--- src/rtl/snn_sched_pkg.sv ---
// Shared types, default widths and the index-width helper for the SNN timestep scheduler.
package snn_sched_pkg;

    localparam int DEF_NUM_OUTPUTS  = 1;
    localparam int DEF_STEP_W       = 16;
    localparam int DEF_SETTLE_W     = 8;
    localparam int DEF_COUNT_W      = 8;
    localparam int DEF_CLEAR_CYCLES = 2;

    typedef enum logic [2:0] {
        IDLE   = 3'd0,
        CLEAR  = 3'd1,
        STEP   = 3'd2,
        SETTLE = 3'd3,
        DONE   = 3'd4
    } sched_state_t;

    // One spare bit so that an out-of-range select is always representable.
    function automatic int idx_w(input int n);
        return $clog2(n) + 1;
    endfunction

endpackage

--- src/rtl/snn_sat_counter_bank.sv ---
// Bank of per-neuron saturating spike counters with synchronous clear and a combinational read mux.
// Counts update one cycle after a spike; readback is zero-latency and returns 0 for an out-of-range index.
module snn_sat_counter_bank
    import snn_sched_pkg::*;
#(
    parameter int NUM_OUTPUTS = DEF_NUM_OUTPUTS,
    parameter int COUNT_W     = DEF_COUNT_W,
    localparam int IDX_W      = idx_w(NUM_OUTPUTS)
) (
    input  logic                                clk,
    input  logic                                rst,
    input  logic                                i_clear,
    input  logic                                i_en,
    input  logic [NUM_OUTPUTS-1:0]              i_spike,
    input  logic [IDX_W-1:0]                    i_rd_idx,
    output logic [COUNT_W-1:0]                  o_rd_data,
    output logic [NUM_OUTPUTS-1:0][COUNT_W-1:0] o_cnt_all
);

    localparam logic [COUNT_W-1:0] CNT_MAX = '1;

    logic [NUM_OUTPUTS-1:0][COUNT_W-1:0] r_cnt;

    always_ff @(posedge clk or posedge rst) begin
        if (rst) begin
            r_cnt <= '0;
        end else if (i_clear) begin
            r_cnt <= '0;
        end else if (i_en) begin
            for (int i = 0; i < NUM_OUTPUTS; i++) begin
                if (i_spike[i] && (r_cnt[i] != CNT_MAX)) begin
                    r_cnt[i] <= r_cnt[i] + 1'b1;
                end
            end
        end
    end

    always_comb begin
        o_rd_data = '0;
        for (int i = 0; i < NUM_OUTPUTS; i++) begin
            if (i_rd_idx == IDX_W'(i)) begin
                o_rd_data = r_cnt[i];
            end
        end
    end

    assign o_cnt_all = r_cnt;

endmodule

--- src/rtl/snn_timestep_scheduler.sv ---
// Runs one SNN inference: clear the network, strobe N timesteps with a settle window each, count output spikes.
// Optional argmax winner report is enabled by defining SNN_SCHED_WINNER_EN.
module snn_timestep_scheduler
    import snn_sched_pkg::*;
#(
    parameter int NUM_OUTPUTS  = DEF_NUM_OUTPUTS,
    parameter int STEP_W       = DEF_STEP_W,
    parameter int SETTLE_W     = DEF_SETTLE_W,
    parameter int COUNT_W      = DEF_COUNT_W,
    parameter int CLEAR_CYCLES = DEF_CLEAR_CYCLES,
    localparam int IDX_W       = idx_w(NUM_OUTPUTS)
) (
    input  logic                   clk,
    input  logic                   rst,
    input  logic                   start,
    input  logic                   abort,
    input  logic [STEP_W-1:0]      num_steps,
    input  logic [SETTLE_W-1:0]    settle_cycles,
    output logic                   snn_rst,
    output logic                   step_en,
    output logic [STEP_W-1:0]      mem_addr,
    input  logic [NUM_OUTPUTS-1:0] spike_out,
    input  logic [IDX_W-1:0]       cnt_rd_idx,
    output logic [COUNT_W-1:0]     cnt_rd_data,
    output logic [STEP_W-1:0]      step_count,
    output logic                   busy,
    output logic                   done,
    output logic [IDX_W-1:0]       winner_idx,
    output logic                   winner_valid
);

    localparam int CLR_W = idx_w(CLEAR_CYCLES);

    sched_state_t        r_state;
    sched_state_t        w_state_nxt;
    logic [STEP_W-1:0]   r_num_steps;
    logic [SETTLE_W-1:0] r_settle;
    logic [STEP_W-1:0]   r_step_count;
    logic [CLR_W-1:0]    r_clr_cnt;
    logic [SETTLE_W-1:0] r_settle_cnt;

    logic                w_start_acc;
    logic                w_abort;
    logic                w_step_done;
    logic                w_run_last;
    logic                w_acc_en;
    logic [STEP_W-1:0]   w_step_next;

    assign w_start_acc = (r_state == IDLE) && start;
    assign w_abort     = (r_state != IDLE) && abort;
    assign w_step_next = r_step_count + 1'b1;
    assign w_run_last  = (w_step_next == r_num_steps);
    assign w_step_done = ((r_state == STEP) && (r_settle == '0)) ||
                         ((r_state == SETTLE) && (r_settle_cnt == r_settle - SETTLE_W'(1)));
    // The abort cycle's spikes are deliberately dropped.
    assign w_acc_en    = ((r_state == STEP) || (r_state == SETTLE)) && !abort;

    always_comb begin
        w_state_nxt = r_state;
        case (r_state)
            IDLE:    if (start) w_state_nxt = CLEAR;
            CLEAR:   if (r_clr_cnt == CLR_W'(CLEAR_CYCLES - 1))
                         w_state_nxt = (r_num_steps == '0) ? DONE : STEP;
            STEP:    if (r_settle != '0)  w_state_nxt = SETTLE;
                     else if (w_run_last) w_state_nxt = DONE;
            SETTLE:  if (w_step_done) w_state_nxt = w_run_last ? DONE : STEP;
            DONE:    w_state_nxt = IDLE;
            default: w_state_nxt = IDLE;
        endcase
        if (w_abort) w_state_nxt = IDLE;
    end

    always_ff @(posedge clk or posedge rst) begin
        if (rst) begin
            r_state      <= IDLE;
            r_num_steps  <= '0;
            r_settle     <= '0;
            r_step_count <= '0;
            r_clr_cnt    <= '0;
            r_settle_cnt <= '0;
        end else begin
            r_state <= w_state_nxt;
            if (w_start_acc) begin
                r_num_steps  <= num_steps;
                r_settle     <= settle_cycles;
                r_step_count <= '0;
            end else if (w_step_done && !w_abort) begin
                r_step_count <= w_step_next;
            end
            r_clr_cnt    <= (r_state == CLEAR)  ? r_clr_cnt + 1'b1    : '0;
            r_settle_cnt <= (r_state == SETTLE) ? r_settle_cnt + 1'b1 : '0;
        end
    end

`ifdef SNN_SCHED_WINNER_EN
    logic [NUM_OUTPUTS-1:0][COUNT_W-1:0] w_cnt_all;
`endif

    snn_sat_counter_bank #(
        .NUM_OUTPUTS (NUM_OUTPUTS),
        .COUNT_W     (COUNT_W)
    ) u_cnt_bank (
        .clk       (clk),
        .rst       (rst),
        .i_clear   (w_start_acc),
        .i_en      (w_acc_en),
        .i_spike   (spike_out),
        .i_rd_idx  (cnt_rd_idx),
        .o_rd_data (cnt_rd_data),
`ifdef SNN_SCHED_WINNER_EN
        .o_cnt_all (w_cnt_all)
`else
        .o_cnt_all ()
`endif
    );

`ifdef SNN_SCHED_WINNER_EN
    logic [IDX_W-1:0]   w_arg_idx;
    logic [COUNT_W-1:0] w_arg_val;
    logic [IDX_W-1:0]   r_winner_idx;
    logic               r_winner_vld;

    // Strict greater-than keeps the lowest index on ties.
    always_comb begin
        w_arg_idx = '0;
        w_arg_val = w_cnt_all[0];
        for (int i = 1; i < NUM_OUTPUTS; i++) begin
            if (w_cnt_all[i] > w_arg_val) begin
                w_arg_val = w_cnt_all[i];
                w_arg_idx = IDX_W'(i);
            end
        end
    end

    always_ff @(posedge clk or posedge rst) begin
        if (rst) begin
            r_winner_idx <= '0;
            r_winner_vld <= 1'b0;
        end else if (w_start_acc || w_abort) begin
            r_winner_vld <= 1'b0;
        end else if (r_state == DONE) begin
            r_winner_idx <= w_arg_idx;
            r_winner_vld <= 1'b1;
        end
    end

    assign winner_idx   = r_winner_idx;
    assign winner_valid = r_winner_vld;
`else
    assign winner_idx   = '0;
    assign winner_valid = 1'b0;
`endif

    assign snn_rst    = rst || (r_state == CLEAR);
    assign step_en    = (r_state == STEP);
    assign mem_addr   = r_step_count;
    assign step_count = r_step_count;
    assign busy       = (r_state != IDLE);
    assign done       = (r_state == DONE) && !abort;

endmodule

--- config.mk ---
export PLATFORM = sky130hd
export DESIGN_NAME = snn_timestep_scheduler
export DESIGN_NICKNAME = d
export VERILOG_FILES = /design/src/rtl/snn_sched_pkg.sv /design/src/rtl/snn_sat_counter_bank.sv /design/src/rtl/snn_timestep_scheduler.sv
export SDC_FILE = /design/constraint.sdc
export NUM_CORES = 1
export LEC_CHECK = 0
export BUFFER_PORTS_ARGS = -buffer_cell sky130_fd_sc_hd__clkbuf_2
export CAP_MARGIN = 20
export CELL_PAD_IN_SITES_DETAIL_PLACEMENT = 1
export CELL_PAD_IN_SITES_GLOBAL_PLACEMENT = 2
export CORE_MARGIN = 5
export CORE_UTILIZATION = 33
export DETAILED_ROUTE_END_ITERATION = 16
export HOLD_SLACK_MARGIN = 0.02
export PLACE_DENSITY_LB_ADDON = 0.1
export SYNTH_ARGS = -nofsm -noshare
export SYNTH_HDL_FRONTEND = slang
export SYNTH_SLANG_ARGS = --single-unit
--- constraint.sdc ---
create_clock -name clk -period 3.11 [get_ports clk]
set_clock_uncertainty 0.15 [all_clocks]
set_input_delay 0.4665 -clock clk [delete_from_list [all_inputs] [get_ports clk]]
set_output_delay 0.4665 -clock clk [all_outputs]
set_load 0.02 [all_outputs]
# [Word-level counts from Yosys, hierarchy flattened]
# Cells that the tools add are included.
[totals] regBits=61 in_bits=30 output_inout_bits=46 elab_cells=64
[classes] addsub=5 n_eq_ne=12 mux=17 n_reduce_logical=23
[ops] cell="$mux 8" n=5
[ops] cell="$mux 16" n=2
[ops] cell="$mux 3" n=8
[ops] cell="$add 16x1->16 const B" n=1
[ops] cell="$add 8x1->8 const B" n=2
[ops] cell="$eq 16x16->1" n=1
[ops] cell="$logic_not 16->1" n=1
[ops] cell="$pmux 3 s4" n=1
[ops] cell="$ne 3x3->1 const B" n=3
[ops] cell="$eq 8x8->1" n=1
[ops] cell="$logic_and 1x1->1" n=8
[ops] cell="$logic_not 8->1" n=1
[ops] cell="$ne 8x8->1 const B" n=1
[ops] cell="$reduce_bool 8->1" n=1
[ops] cell="$sub 8x1->8 const B" n=1
[ops] cell="$eq 3x2->1 const B" n=2
[ops] cell="$reduce_bool 2->1" n=3
[ops] cell="$ne 4x1->1 const B" n=1
[ops] cell="$reduce_and 4->1" n=1
[ops] cell="$eq 3x1->1 const B" n=1
[ops] cell="$eq 3x3->1 const B" n=1
[ops] cell="$logic_not 3->1" n=1
[ops] cell="$logic_or 1x1->1" n=3
[ops] cell="$reduce_bool 3->1" n=1
[ops] cell="other kinds (5)" n=6

# [Longest topological paths before layout]
[logic_depth] depth_word=7 ltp_mapped=11 mapped_depth_nobuf=9

# [By module]
# A second synthesis with hierarchy kept.
[unflattened] cells_unflattened=433 hier_area_um2=4155.2
[modules_own_cells] module="snn_timestep_scheduler" instances=1 cells_each=381 area_each_um2=3667.3
[modules_own_cells] module="snn_sat_counter_bank" instances=1 cells_each=52 area_each_um2=488.0

# [Worst setup path after synthesis]
# Ideal clock, no wire load.
[synth_timing] path_kind="input-to-output" from="in rst" to="out snn_rst" arrival_ns=2.181 path_slack_ns=0.313 cell_stages=2 path_buffers=0 cell_sequence="inv_1 -> nand2_1"
[synth_via] elab_chain_cells=1
[synth_rtl] item="from (decl)" line_no="snn_timestep_scheduler.sv:14" rtl="input logic rst,"
[synth_rtl] item="$logic_or 1x1->1" line_no="snn_timestep_scheduler.sv:154" rtl="assign snn_rst = rst || (r_state == CLEAR);"
[synth_rtl] item="to (decl)" line_no="snn_timestep_scheduler.sv:19" rtl="output logic snn_rst,"
# Every way passes these cells.

# [Final worst setup path]
[layout_timing] from="reg r_settle[0]" to="reg r_step_count[14], in the netlist mem_addr[14]"
[layout_via] elab_chain_cells=6
[layout_rtl] item="from (decl)" line_no="snn_timestep_scheduler.sv:37" rtl="logic [SETTLE_W-1:0] r_settle;"
[layout_rtl] item="from (signal assigned)" line_no="snn_timestep_scheduler.sv:85" rtl="r_settle <= settle_cycles;"
[layout_rtl] item="$sub 8x1->8" line_no="snn_timestep_scheduler.sv:54" rtl="((r_state == SETTLE) && (r_settle_cnt == r_settle - SETTLE_W'(1)));"
[layout_rtl] item="$eq 8x8->1" line_no="snn_timestep_scheduler.sv:54"
[layout_rtl] item="$logic_and 1x1->1" line_no="snn_timestep_scheduler.sv:54"
[layout_rtl] item="$logic_or 1x1->1 *" line_no="snn_timestep_scheduler.sv:53" rtl="assign w_step_done = ((r_state == STEP) && (r_settle == '0)) ||"
[layout_rtl] item="$logic_and 1x1->1 *" line_no="snn_timestep_scheduler.sv:87" rtl="end else if (w_step_done && !w_abort) begin"
[layout_rtl] item="$reduce_bool 2->1 (no source line) *"
[layout_rtl] item="to (signal assigned)" line_no="snn_timestep_scheduler.sv:88" rtl="r_step_count <= w_step_next;"
[layout_rtl] item="to (decl)" line_no="snn_timestep_scheduler.sv:38" rtl="logic [STEP_W-1:0] r_step_count;"
# Every way passes the cells marked *; elsewhere a longest branch is shown, timed or not.
# A chain may end at the register's enable or synchronous reset.

==> out/qor.yml <==
cells_and_area:
  nNetsFinal: 540
  syn_to_final_growth_pct: 18.8
  mostFrequentLayoutCell: "nand2_1"
  final_layout_size_suffix_gt1_share_pct: 21.0
  final_cell_mix: "92 x nand2_1, 73 x clkbuf_2, 61 x dfrtp_1"
  diodes: 0
  fillCellCount: 1400
  finish.instance_area_um2: 4520
routing:
  vias: 3348
  drtIter0Drc: 208
  dr_wl_met3_um: 345
  dr.pass1.iters: 4
  drtAntennaViolNets: 0
  vias_per_cell: 5.13
  dr_wl_met2_um: 5370
  post_drt_wl_per_cell_um: 16.7
  wl_met1_um: 4930
  routed.top_layer: "met4"
  drc: 0
  drt_wl_total_um: 10900
floorplan:
  fp.dieW_um: 117
  core_um2: 11400
  pin_count: 76
  die_area_um2: 13800
  die_h_um: 117
  start_util_pct: 33.4
  rows: 39
synth:
  synth_edf_count: 0
  syn_area_um2: 3800
  yosysTopAreaCell: "dfrtp_1"
  yosys-top-cells-area: "dfrtp_1 40%, nand2_1 9.1%, xnor2_1 5.3%"
  yosysSeqAreaShare_pct: 40.2
  synth-async-reset-ratio_pct: 100
  ys.flop_type: "dfrtp_1"
  syn_inst: 445
  yosys_warnings: 0
  post-synth-top-area-fraction_pct: 40.2
  ys_seq_elements: 61
  syn_avg_cell_area_um2: 8.54
  synth.distinct_cells: 54
setup_path:
  crit_type: "reg -> reg"
  crit_arrival_ns: 2.94
  path_max_fanout: 15
  cp-start-kind: "register"
  critPathCaptureType: "register"
  cp.required_ns: 3.18
global_route:
  grt_overflow_total: 0
  track_usage_pct: 16.5
  grt_max_degree: 62
  grt_pass1_wl_um: 18400
  antenna_found_initial: 0
  first_global_vias: 3561
clock_network:
  post_cts_buffers: 0
  cts_hold_buf: 0
  clkTransAtPathRegs_ns: 0.05
  clk_latency_ns: 0.34
  clock-sinks: 61
  clockRootBuffer: "clkbuf_16"
  cts_resized: 0
  htree_levels: 3
  cts_tree: "built"
  cts_buffers: 9
  max-clock-path-buffers: 2
pwr:
  ir_drop_mv: 0.355
  p_leak_nw: 2.09
  p_per_area_nw_per_um2: 751
run_status:
  status: "completed"
sta:
  slew_headroom_pct: 46.0
  setup_tns_ns: 0
  setup_viol: 0
  slew_violations: 0
  finalCritPeriodShare_pct: 92.1
  fmax_mhz: 349
  fin_crit_ns: 2.86
  hold_viol_final: 0
  grt_setup_unrepaired: "no"
  worstMarginPinSlew_ns: 0.810
place:
  dpl_cell_area_um2: 4230
  post-dp-hpwl_um: 8040
  io_buffers: 73
  routabilityCongestion: 0.794
worst_hold_path:
  hold_path_class: "in -> reg"
run:
  cap_viol_max_count: 0
[cell usage after synthesis (all sizes together), types with 2 or more instances]
| cell type | instances |
|---|---|
| nand3b | 2 |
| o21bai | 2 |
| nand4 | 8 |
| nor4 | 7 |
| inv | 22 |
| a32oi | 2 |
| mux2i | 3 |
| o221ai | 3 |
| a31oi | 5 |
| and3 | 7 |
| a21oi | 7 |
| nand3 | 22 |
| buf | 23 |
| nand2b | 5 |
| nor2b | 8 |
| nor3b | 3 |
| xnor2 | 23 |
| and2 | 2 |
| nor3 | 10 |
| a21o | 8 |
| o21ai | 18 |
| a211o | 2 |
| clkbuf | 12 |
| dfrtp | 61 |
| a211oi | 3 |
| ha | 5 |
| xor2 | 18 |
| nor2 | 26 |
| or4 | 4 |
| or3 | 17 |
| nand2 | 92 |
[logic make-up (layout without fill, tap and decap cells)]
kind of cell | Yosys count | in the layout | synth area share [%]
multiplexers | 4 | 4 | 1.18
AO/OA/AOI/OAI | 58 | 58 | 11.2
flip-flops | 61 | 61 | 40.2
AND/OR/NAND/NOR | 217 | 217 | 27.9
XOR/XNOR | 42 | 42 | 10.0
adder cells (fa/ha/maj) | 5 | 5 | 1.65
buffers and inverters | 57 | 121 | 7.74
other | 1 | 2 | 0.0987
[stage by stage]
| stage | util (%) | hold slack [ns] | setup slack (ns) | cells | total power, mW |
|---|---|---|---|---|---|
| global placement | 37.2 | 0.272 | 0.373 | 637 | 2.41 |
| detailed placement | 37.2 | 0.307 | 0.244 | 637 | 2.45 |
| floorplan | - | 0.260 | 0.313 | 446 | 2.08 |
| finish | 39.7 | 0.167 | 0.247 | 653 | 3.39 |
| CTS | 39.7 | 0.154 | 0.237 | 653 | 3.46 |
| global route | 39.7 | 0.169 | 0.00544 | 653 | 3.66 |
[area by class of cell]
cell class	instances	area (um2)	share of cell area (%)
Clock buffer	16	292	6.45
Inverter	22	82.6	1.83
Multi-Input combinational cell	328	1980	43.9
Sequential cell	61	1530	33.8
Tap cell	143	179	3.96
Timing Repair Buffer	83	453	10.0
[worst paths after layout]
| path | startpoint | depth (start not counted) | to | slack (ns) |
|---|---|---|---|---|
| setup / recovery | r_settle[0]$_DFFE_PP0P_ | 10 | mem_addr[14]$_DFFE_PP0P_ | 0.25 |
| hold / removal | num_steps[0] | 3 | r_num_steps[0]$_DFFE_PP0P_ | 0.17 |
| setup reg to reg | r_settle[0]$_DFFE_PP0P_ | 10 | mem_addr[14]$_DFFE_PP0P_ | 0.25 |
| hold reg to reg | r_clr_cnt[0]$_DFF_PP0_ | 1 | r_clr_cnt[0]$_DFF_PP0_ | 0.30 |
| max in group asynchronous | rst | 3 | mem_addr[3]$_DFFE_PP0P_ | 2.02 |
| min in group asynchronous | rst | 3 | r_settle_cnt[7]$_DFF_PP0_ | 0.26 |
[layer usage]
metal,vias up,track usage [%]
met2,49,27.3
met1,1661,20.7
met3,14,3.61
li1,1624,-
met5,-,0
met4,0,6.96
[flip-flops by register name, indices dropped and copies added (netlist names)]
register / flops
mem_addr: 16
r_clr_cnt: 2
r_num_steps: 16
r_settle: 8
r_settle_cnt: 8
r_state: 3
u_cnt_bank.o_cnt_all: 8
[critical path, cell delays in order, from the launching register on]
cell	delay [ns]
dfrtp_1	0.41
inv_1	0.10
ha_1	0.18
nor3b_2	0.40
o21bai_1	0.13
a31oi_1	0.29
o21ai_4	0.11
a31oi_4	0.46
buf_4	0.26
a2bb2oi_1	0.17
nand3_1	0.09
[where the power goes]
| part | leakage [nW] | total, mW | internal (mW) | switching [mW] |
|---|---|---|---|---|
| Combinational | 1.14 | 1.17 | 0.483 | 0.690 |
| Clock | 0.143 | 0.988 | 0.627 | 0.360 |
| Sequential | 0.809 | 1.23 | 0.984 | 0.250 |
| Total | 2.09 | 3.39 | 2.09 | 1.30 |
Note: power is estimated with default switching activity, not from simulation.
